### src/rtl/approx_mul_pkg.sv
// Shared types and constants for the iterative tile multiplier.
// APPROX_MUL_EXACT_EN selects an exact 16-bit tile instead of the 15-bit saturating one.
package approx_mul_pkg;

  localparam int TILE_W = 8;
`ifdef APPROX_MUL_EXACT_EN
  localparam int TILE_P_W = 16;
`else
  localparam int TILE_P_W = 15;
`endif

  typedef enum logic [1:0] {
    IDLE = 2'd0,
    BUSY = 2'd1,
    DONE = 2'd2
  } state_e;

  // Reference tile behaviour; the approximate form clamps to the largest 15-bit value.
  function automatic logic [TILE_P_W-1:0] tile_ref(input logic [TILE_W-1:0] x,
                                                   input logic [TILE_W-1:0] y);
    logic [2*TILE_W-1:0] full;
    full = x * y;
`ifdef APPROX_MUL_EXACT_EN
    return full;
`else
    return (full > 16'h7FFF) ? 15'h7FFF : full[14:0];
`endif
  endfunction

endpackage

### src/rtl/approx_tile_8x8.sv
// Combinational 8x8 tile multiplier; exact when APPROX_MUL_EXACT_EN is defined,
// otherwise a 15-bit saturating approximation that never exceeds the exact product.
module approx_tile_8x8
  import approx_mul_pkg::*;
(
  input  logic [TILE_W-1:0]   x,
  input  logic [TILE_W-1:0]   y,
  output logic [TILE_P_W-1:0] p
);

  logic [2*TILE_W-1:0] full;

  always_comb begin
    full = x * y;
`ifdef APPROX_MUL_EXACT_EN
    p = full;
`else
    p = (full > 16'h7FFF) ? 15'h7FFF : full[14:0];
`endif
  end

endmodule

### src/rtl/approx_mul_iter.sv
// Iterative WIDTHxWIDTH unsigned multiplier: one 8x8 tile per cycle into a 2*WIDTH+1 accumulator.
// Tile accuracy is chosen by APPROX_MUL_EXACT_EN (see approx_tile_8x8).
module approx_mul_iter
  import approx_mul_pkg::*;
#(
  parameter int WIDTH = 16
) (
  input  logic               clk,
  input  logic               rst_n,
  input  logic               in_valid,
  output logic               in_ready,
  input  logic [WIDTH-1:0]   a,
  input  logic [WIDTH-1:0]   b,
  output logic               out_valid,
  input  logic               out_ready,
  output logic [2*WIDTH-1:0] prod
);

  localparam int NT = WIDTH / TILE_W;
  localparam int CW = $clog2(NT);
  localparam int AW = 2 * WIDTH + 1;

  state_e             state_q, state_d;
  logic [CW-1:0]      i_q, i_d, j_q, j_d;
  logic [WIDTH-1:0]   a_q, a_d, b_q, b_d;
  logic [AW-1:0]      acc_q, acc_d;
  logic [2*WIDTH-1:0] prod_q, prod_d;

  logic [TILE_W-1:0]   tile_x, tile_y;
  logic [TILE_P_W-1:0] tile_p;
  logic [CW:0]         ij_sum;
  logic [AW-1:0]       tile_sh;

  assign tile_x = a_q[TILE_W*j_q +: TILE_W];
  assign tile_y = b_q[TILE_W*i_q +: TILE_W];

  approx_tile_8x8 u_tile (
    .x (tile_x),
    .y (tile_y),
    .p (tile_p)
  );

  // Tile weight is 2^(8*(i+j)); the extra counter bit keeps i+j from wrapping.
  assign ij_sum  = {1'b0, i_q} + {1'b0, j_q};
  assign tile_sh = AW'(tile_p) << {ij_sum, 3'b000};

  always_comb begin
    state_d = state_q;
    i_d     = i_q;
    j_d     = j_q;
    a_d     = a_q;
    b_d     = b_q;
    acc_d   = acc_q;
    prod_d  = prod_q;
    case (state_q)
      IDLE: begin
        if (in_valid) begin
          a_d     = a;
          b_d     = b;
          acc_d   = '0;
          i_d     = '0;
          j_d     = '0;
          state_d = BUSY;
        end
      end
      BUSY: begin
        acc_d = acc_q + tile_sh;
        if (j_q == CW'(NT - 1)) begin
          j_d = '0;
          if (i_q == CW'(NT - 1)) begin
            prod_d  = acc_d[2*WIDTH-1:0];
            state_d = DONE;
          end else begin
            i_d = i_q + 1'b1;
          end
        end else begin
          j_d = j_q + 1'b1;
        end
      end
      DONE: begin
        if (out_ready) state_d = IDLE;
      end
      default: state_d = IDLE;
    endcase
  end

  always_ff @(posedge clk or negedge rst_n) begin
    if (!rst_n) begin
      state_q <= IDLE;
      i_q     <= '0;
      j_q     <= '0;
      a_q     <= '0;
      b_q     <= '0;
      acc_q   <= '0;
      prod_q  <= '0;
    end else begin
      state_q <= state_d;
      i_q     <= i_d;
      j_q     <= j_d;
      a_q     <= a_d;
      b_q     <= b_d;
      acc_q   <= acc_d;
      prod_q  <= prod_d;
    end
  end

  assign in_ready  = (state_q == IDLE);
  assign out_valid = (state_q == DONE);
  assign prod      = prod_q;

endmodule

### config.mk
export PLATFORM = sky130hd
export DESIGN_NAME = approx_mul_iter
export DESIGN_NICKNAME = d
export VERILOG_FILES = /design/src/rtl/approx_mul_pkg.sv /design/src/rtl/approx_tile_8x8.sv /design/src/rtl/approx_mul_iter.sv
export SDC_FILE = /design/constraint.sdc
export NUM_CORES = 1
export LEC_CHECK = 0
export ABC_CLOCK_PERIOD_IN_PS = 9000
export CAP_MARGIN = 30
export CORE_MARGIN = 1.5
export CORE_UTILIZATION = 45
export DETAILED_ROUTE_END_ITERATION = 16
export PLACE_DENSITY = 0.73
export SETUP_SLACK_MARGIN = 0.02
export SLEW_MARGIN = 5
export SYNTH_ARGS = -nofsm -noshare
export SYNTH_HDL_FRONTEND = slang
export SYNTH_SLANG_ARGS = --single-unit
export TNS_END_PERCENT = 10
### constraint.sdc
create_clock -name clk -period 9 [get_ports clk]
set_clock_uncertainty 0.05 [all_clocks]
set_input_delay 1.8 -clock clk [delete_from_list [all_inputs] [get_ports clk]]
set_output_delay 1.8 -clock clk [all_outputs]
set_load 0.05 [all_outputs]
==> results of run 1 <==
## final cells by class
class	count	area (um2)	share of cell area, %
multi-input combinational	742	5090	54.9
sequential	100	2500	27.0
timing repair buffer	85	853	9.21
tap	225	282	3.04
clock buffer	11	243	2.62
inverter	56	210	2.27
clock inverter	5	82.6	0.892
## worst reg2reg max path: cells and delay by family (launching register included)
| kind | cells | cell delay (ns) |
|---|---|---|
| adder cells (fa/ha/maj) | 6 | 2.73 |
| AO/OA/AOI/OAI | 10 | 2.40 |
| multiplexers | 1 | 0.78 |
| flip-flops | 1 | 0.71 |
| AND/OR/NAND/NOR | 4 | 0.68 |
| buffers and inverters | 4 | 0.40 |
| XOR/XNOR | 2 | 0.33 |
## final timing paths
check                        start         to  slack (ns)  cells after the start
min reg2reg                b_q[10]    b_q[10]        0.43                      2
max reg2reg                    j_q  acc_q[29]        0.76                     27
min in group asynchronous    rst_n   prod[25]        1.33                      1
max in group asynchronous    rst_n     b_q[4]        6.38                      2
max                            j_q  acc_q[29]        0.76                     27
min                        b_q[10]    b_q[10]        0.43                      2
## synth_stat cells, types with 3 or more instances
cell        n
a211oi_1    5
a21o_1     12
a21oi_1    40
a221o_1     4
a31oi_1     4
and2_1     10
and3_1      3
buf_1       5
buf_2       4
clkbuf_1   32
dfrtp_1   100
fa_1       37
ha_1       68
inv_1      56
mux2i_1    19
nand2_1   169
nand2b_1    8
nand3_1    38
nand4_1     7
nand4b_1    3
nor2_1     95
nor2b_1    13
nor3_1     10
o211ai_1    5
o21ai_0    67
o21ai_1    13
o21bai_1    4
o22ai_1     7
o31ai_1     3
or2_2      15
or3_1       4
xnor2_1    21
xor2_1     19
## logic make-up (layout without fill, tap and decap cells)
| logic type | Yosys count | in the layout | share of synthesized area (%) |
|---|---|---|---|
| xor+xnor | 40 | 40 | 4.40 |
| fa+ha+maj | 105 | 105 | 20.0 |
| compound gates | 189 | 189 | 15.0 |
| buf+inv | 98 | 157 | 4.70 |
| flops | 100 | 100 | 31.5 |
| simple gates | 387 | 387 | 21.7 |
| mux | 21 | 21 | 2.67 |
## stage by stage
stage | utilization, % | instances
after CTS | 53.5 | 1224
after detailed placement | 51.7 | 1208
after floorplan | - | 940
after global placement | 51.3 | 1205
after global routing | 53.5 | 1224
final | 53.5 | 1224
## sequential cells by signal (all words and copies together) (netlist names)
register / flops
prod: 32
acc_q: 32
j_q: 1
b_q: 16
a_q: 16
state_q: 2
i_q: 1
## routing by layer
| metal | share of wire (%) | vias to the layer above | track usage, % |
|---|---|---|---|
| met2 | 45 | 163 | 32.7 |
| met1 | 48 | 3182 | 30.5 |
| met5 | 0 | - | 0 |
| li1 | - | 3307 | - |
| met4 | 1.3 | 0 | 6.32 |
| met3 | 5.3 | 15 | 3.80 |
==> flow_summary.json, run 1 <==
{
  "cp_max_fo": 22,
  "core_um2": 17300,
  "syn2layout_area_growth_pct": 16.4,
  "final_nets": 1135,
  "clk_pin_slew_ns": 0.07,
  "postRouteAntennaNets": 0,
  "drc": 0,
  "finalHoldViolations": 0,
  "cts_sinks": 100,
  "required_ns": 9.16,
  "yosysSeqAreaShare_pct": 31.5,
  "finalMaxSlewViolations": 0,
  "viasPerCell": 5.45,
  "die_y_um": 136,
  "cts_setup_buffers": 0,
  "crit_buf_inv": 4,
  "status": "finished clean",
  "dp_slack_ns": 0.810,
  "cts_buffers": 9,
  "most-common-layout-cells": "167 x nand2_1, 100 x dfrtp_1, 95 x nor2_1",
  "antenna_found_initial": 0,
  "num-fill-cells": 1643,
  "syn_nets": 1081,
  "syn-cell-area_um2": 7960,
  "drt_iter0_drc": 428,
  "grt_overflow": 0,
  "rows": 48,
  "start_util_pct": 46.0,
  "die_width_um": 136,
  "ys.warnings.count": 0,
  "gp_congestion": 0.947,
  "dp_hpwl_um": 14200,
  "cts_resized": 0,
  "end_kind": "flip-flop",
  "final_area_um2": 9260,
  "critical_path.top_delay_family": "adder cells",
  "hold_class": "flip-flop to flip-flop",
  "first_pass_iters": 5,
  "cts_root_buf": "clkbuf_16",
  "period_needed_ns": 8.24,
  "netlist_instances": 940,
  "fin_crit_sh_pct": 91.5,
  "vias": 6667,
  "wl_per_cell_um": 15.0,
  "fmax_mhz": 121,
  "placed_cell_area_um2": 8930,
  "antennaDiodeCount": 0,
  "critical_path_class": "flip-flop to flip-flop",
  "final_common_cell": "nand2_1",
  "fin_setup_tns_ns": 0,
  "drt_wl_total_um": 18300,
  "port_buffers": 69,
  "synth_ff_type": "dfrtp_1",
  "cts_tree": "done",
  "layout-drive-gt1-share_pct": 6.51,
  "worstMarginPinSlew_ns": 0.841,
  "insertion_delay_ns": 0.36,
  "synth-edff-count": 0,
  "crit_slowest_cell": "mux2i_1",
  "critPathArrivalTime_ns": 8.40,
  "cpPeakStageDelay_ns": 0.78,
  "grt_pass1_vias": 6414,
  "relSlewSlack_pct": 42.3,
  "yosys.area.top_type": "dfrtp_1",
  "cts_hold_buf": 0,
  "grt_use_total_pct": 21.2,
  "worst_hold_slack_ns": 0.425,
  "io_pins": 70,
  "setup_viol": 0,
  "async_flop_share_pct": 100,
  "grt_setup_unrepaired": "no",
  "clock_path_buffers": 2,
  "yosys-top-cells-area": "dfrtp_1 31%, ha_1 11%, fa_1 9.3%, nand2_1 8.0%, nor2_1 4.5%",
  "crit_top_cell": "fa_1",
  "avgSynthCellArea_um2": 8.46,
  "start_kind": "flip-flop",
  "grt_first_pass_wirelength_um": 31200,
  "dieArea_um2": 18500,
  "synth.top_cell.area_share_pct": 31.5,
  "ys_ff_latch": 100,
  "grt_max_degree": 67,
  "maxCapViolations": 0,
  "yosysUniqueCellTypes": 63,
  "setup_slack_ns": 0.762,
  "htree_levels": 3
}
Power of run 1 is not shown: default switching activity piles up to over one toggle a cycle in this logic, so the estimate is an artifact.
==> inputs of run 2 (changes only) <==
HOLD_SLACK_MARGIN = 0.12   (was default)
==> results of run 2 <==
The final DEF is identical to that of run 1; final timing and power are the same.
Power of run 2 is left out for the same reason.
==> inputs of run 3 (changes only) <==
CELL_PAD_IN_SITES_DETAIL_PLACEMENT = 0   (was default)
CELL_PAD_IN_SITES_GLOBAL_PLACEMENT = 1   (was default)
PLACE_DENSITY = 0.9   (was 0.73)
==> run 3 against run 2 <==
Die area unchanged. Maximum frequency is 1.6% higher. Non-clock buffer count rose by 8. First-iteration DRC count rose by 3.0%. Register-to-register slack improved by 0.13 ns. Largest cell class unchanged. Via count is 0.18% higher. Final cell count up 0.65%.
==> flow_summary.json, run 3 (synthesis gave the netlist of run 1 again) <==
{
  "grt_setup_unrepaired": "no",
  "final_common_cell": "nand2_1",
  "gp_congestion": 0.903,
  "finalMaxSlewViolations": 0,
  "num-fill-cells": 1671,
  "syn2layout_area_growth_pct": 16.8,
  "end_kind": "flip-flop",
  "final_area_um2": 9290,
  "cts_sinks": 100,
  "start_util_pct": 46.0,
  "most-common-layout-cells": "167 x nand2_1, 100 x dfrtp_1, 95 x nor2_1",
  "setup_viol": 0,
  "cts_root_buf": "clkbuf_16",
  "wl_per_cell_um": 15.9,
  "fin_setup_tns_ns": 0,
  "grt_first_pass_wirelength_um": 32300,
  "clock_path_buffers": 2,
  "core_um2": 17300,
  "cts_hold_buf": 0,
  "cp_max_fo": 13,
  "grt_use_total_pct": 22.2,
  "rows": 48,
  "grt_max_degree": 69,
  "final_nets": 1143,
  "dieArea_um2": 18500,
  "htree_levels": 3,
  "hold_class": "flip-flop to flip-flop",
  "critical_path_class": "flip-flop to flip-flop",
  "cts_resized": 0,
  "highest_layer": "met4",
  "postRouteAntennaNets": 0,
  "drt_iter0_drc": 441,
  "antenna_found_initial": 0,
  "fin_util_pct": 53.7,
  "first_pass_iters": 5,
  "start_kind": "flip-flop",
  "io_pins": 70,
  "cts_buffers": 9,
  "antennaDiodeCount": 0,
  "grt_overflow": 0,
  "viasPerCell": 5.42,
  "port_buffers": 69,
  "fin_crit_sh_pct": 90.1,
  "wl_met2_um": 8910,
  "layout-drive-gt1-share_pct": 7.25,
  "grt_pass1_vias": 6384,
  "cts_tree": "done",
  "vias": 6679,
  "maxCapViolations": 0,
  "cts_setup_buffers": 0,
  "dp_hpwl_um": 14700,
  "worstMarginPinSlew_ns": 0.749,
  "critPathArrivalTime_ns": 8.29,
  "die_width_um": 136,
  "relSlewSlack_pct": 50.1,
  "die_y_um": 136,
  "crit_slowest_cell": "dfrtp_1",
  "finalHoldViolations": 0,
  "fmax_mhz": 123,
  "wl_met3_um": 933,
  "status": "finished clean",
  "drc": 0,
  "placed_cell_area_um2": 8980,
  "clk_pin_slew_ns": 0.08,
  "drt-met1-wl_um": 9510,
  "drt_wl_total_um": 19500,
  "cpPeakStageDelay_ns": 0.67,
  "period_needed_ns": 8.11,
  "required_ns": 9.18,
  "insertion_delay_ns": 0.37,
  "crit_top_cell": "fa_1"
}
run 3: cell types whose count changed in the layout (fill, tap and decap cells not counted):
cell        previous run  this run
inv_8                  0         1
bufinv_16              2         0
clkinvlp_4             0         1
buf_16                 1         2
clkinv_4               1         0
clkbuf_8               1         0
clkinv_2               1         2
inv_6                  1         2
buf_4                 14        21
run 3: area by class of cell:
cell class | instances | area (um2) | area share (%)
clock buffers | 10 | 229 | 2.46
clock inverters | 6 | 46.3 | 0.498
inverters | 56 | 210 | 2.26
multi-input cells | 742 | 5090 | 54.8
flip-flops and latches | 100 | 2500 | 26.9
well taps | 225 | 282 | 3.03
repair buffers | 93 | 933 | 10.0
run 3: critical path, delay by kind of cell (launching register included):
family	cells	cell delay [ns]
AOI/OAI and AO/OA	7	1.61
xor gates and xnor gates	2	0.32
adders and majority gates	6	2.82
buffers and inverters	5	0.51
DFF	1	0.67
muxes	1	0.60
and+or+nand+nor	8	1.38
run 3: stage by stage:
stage,hold slack [ns],setup WS (ns),std cells
after floorplan,0.395,1.57,940
after global placement,0.407,0.822,1211
after detailed placement,0.412,0.664,1214
after CTS,0.430,0.644,1230
after global routing,0.448,0.451,1232
final,0.427,0.889,1232
run 3: routing by layer:
layer  vias to the layer above  global-route usage (%)
met1                      3201                    31.9
met3                        14                    3.95
met2                       153                    34.9
li1                       3311                       -
met5                         -                       0
met4                         0                    5.08
run 3: final timing paths:
path / start / endpoint / slack [ns] / depth (start not counted)
max: i_q / acc_q[30] / 0.89 / 29
min: b_q[11] / b_q[11] / 0.43 / 2
max reg2reg: i_q / acc_q[30] / 0.89 / 29
min reg2reg: b_q[11] / b_q[11] / 0.43 / 2
max in group asynchronous: rst_n / a_q[6] / 6.72 / 3
min in group asynchronous: rst_n / prod[26] / 1.32 / 1
Power of run 3 is left out for the same reason.
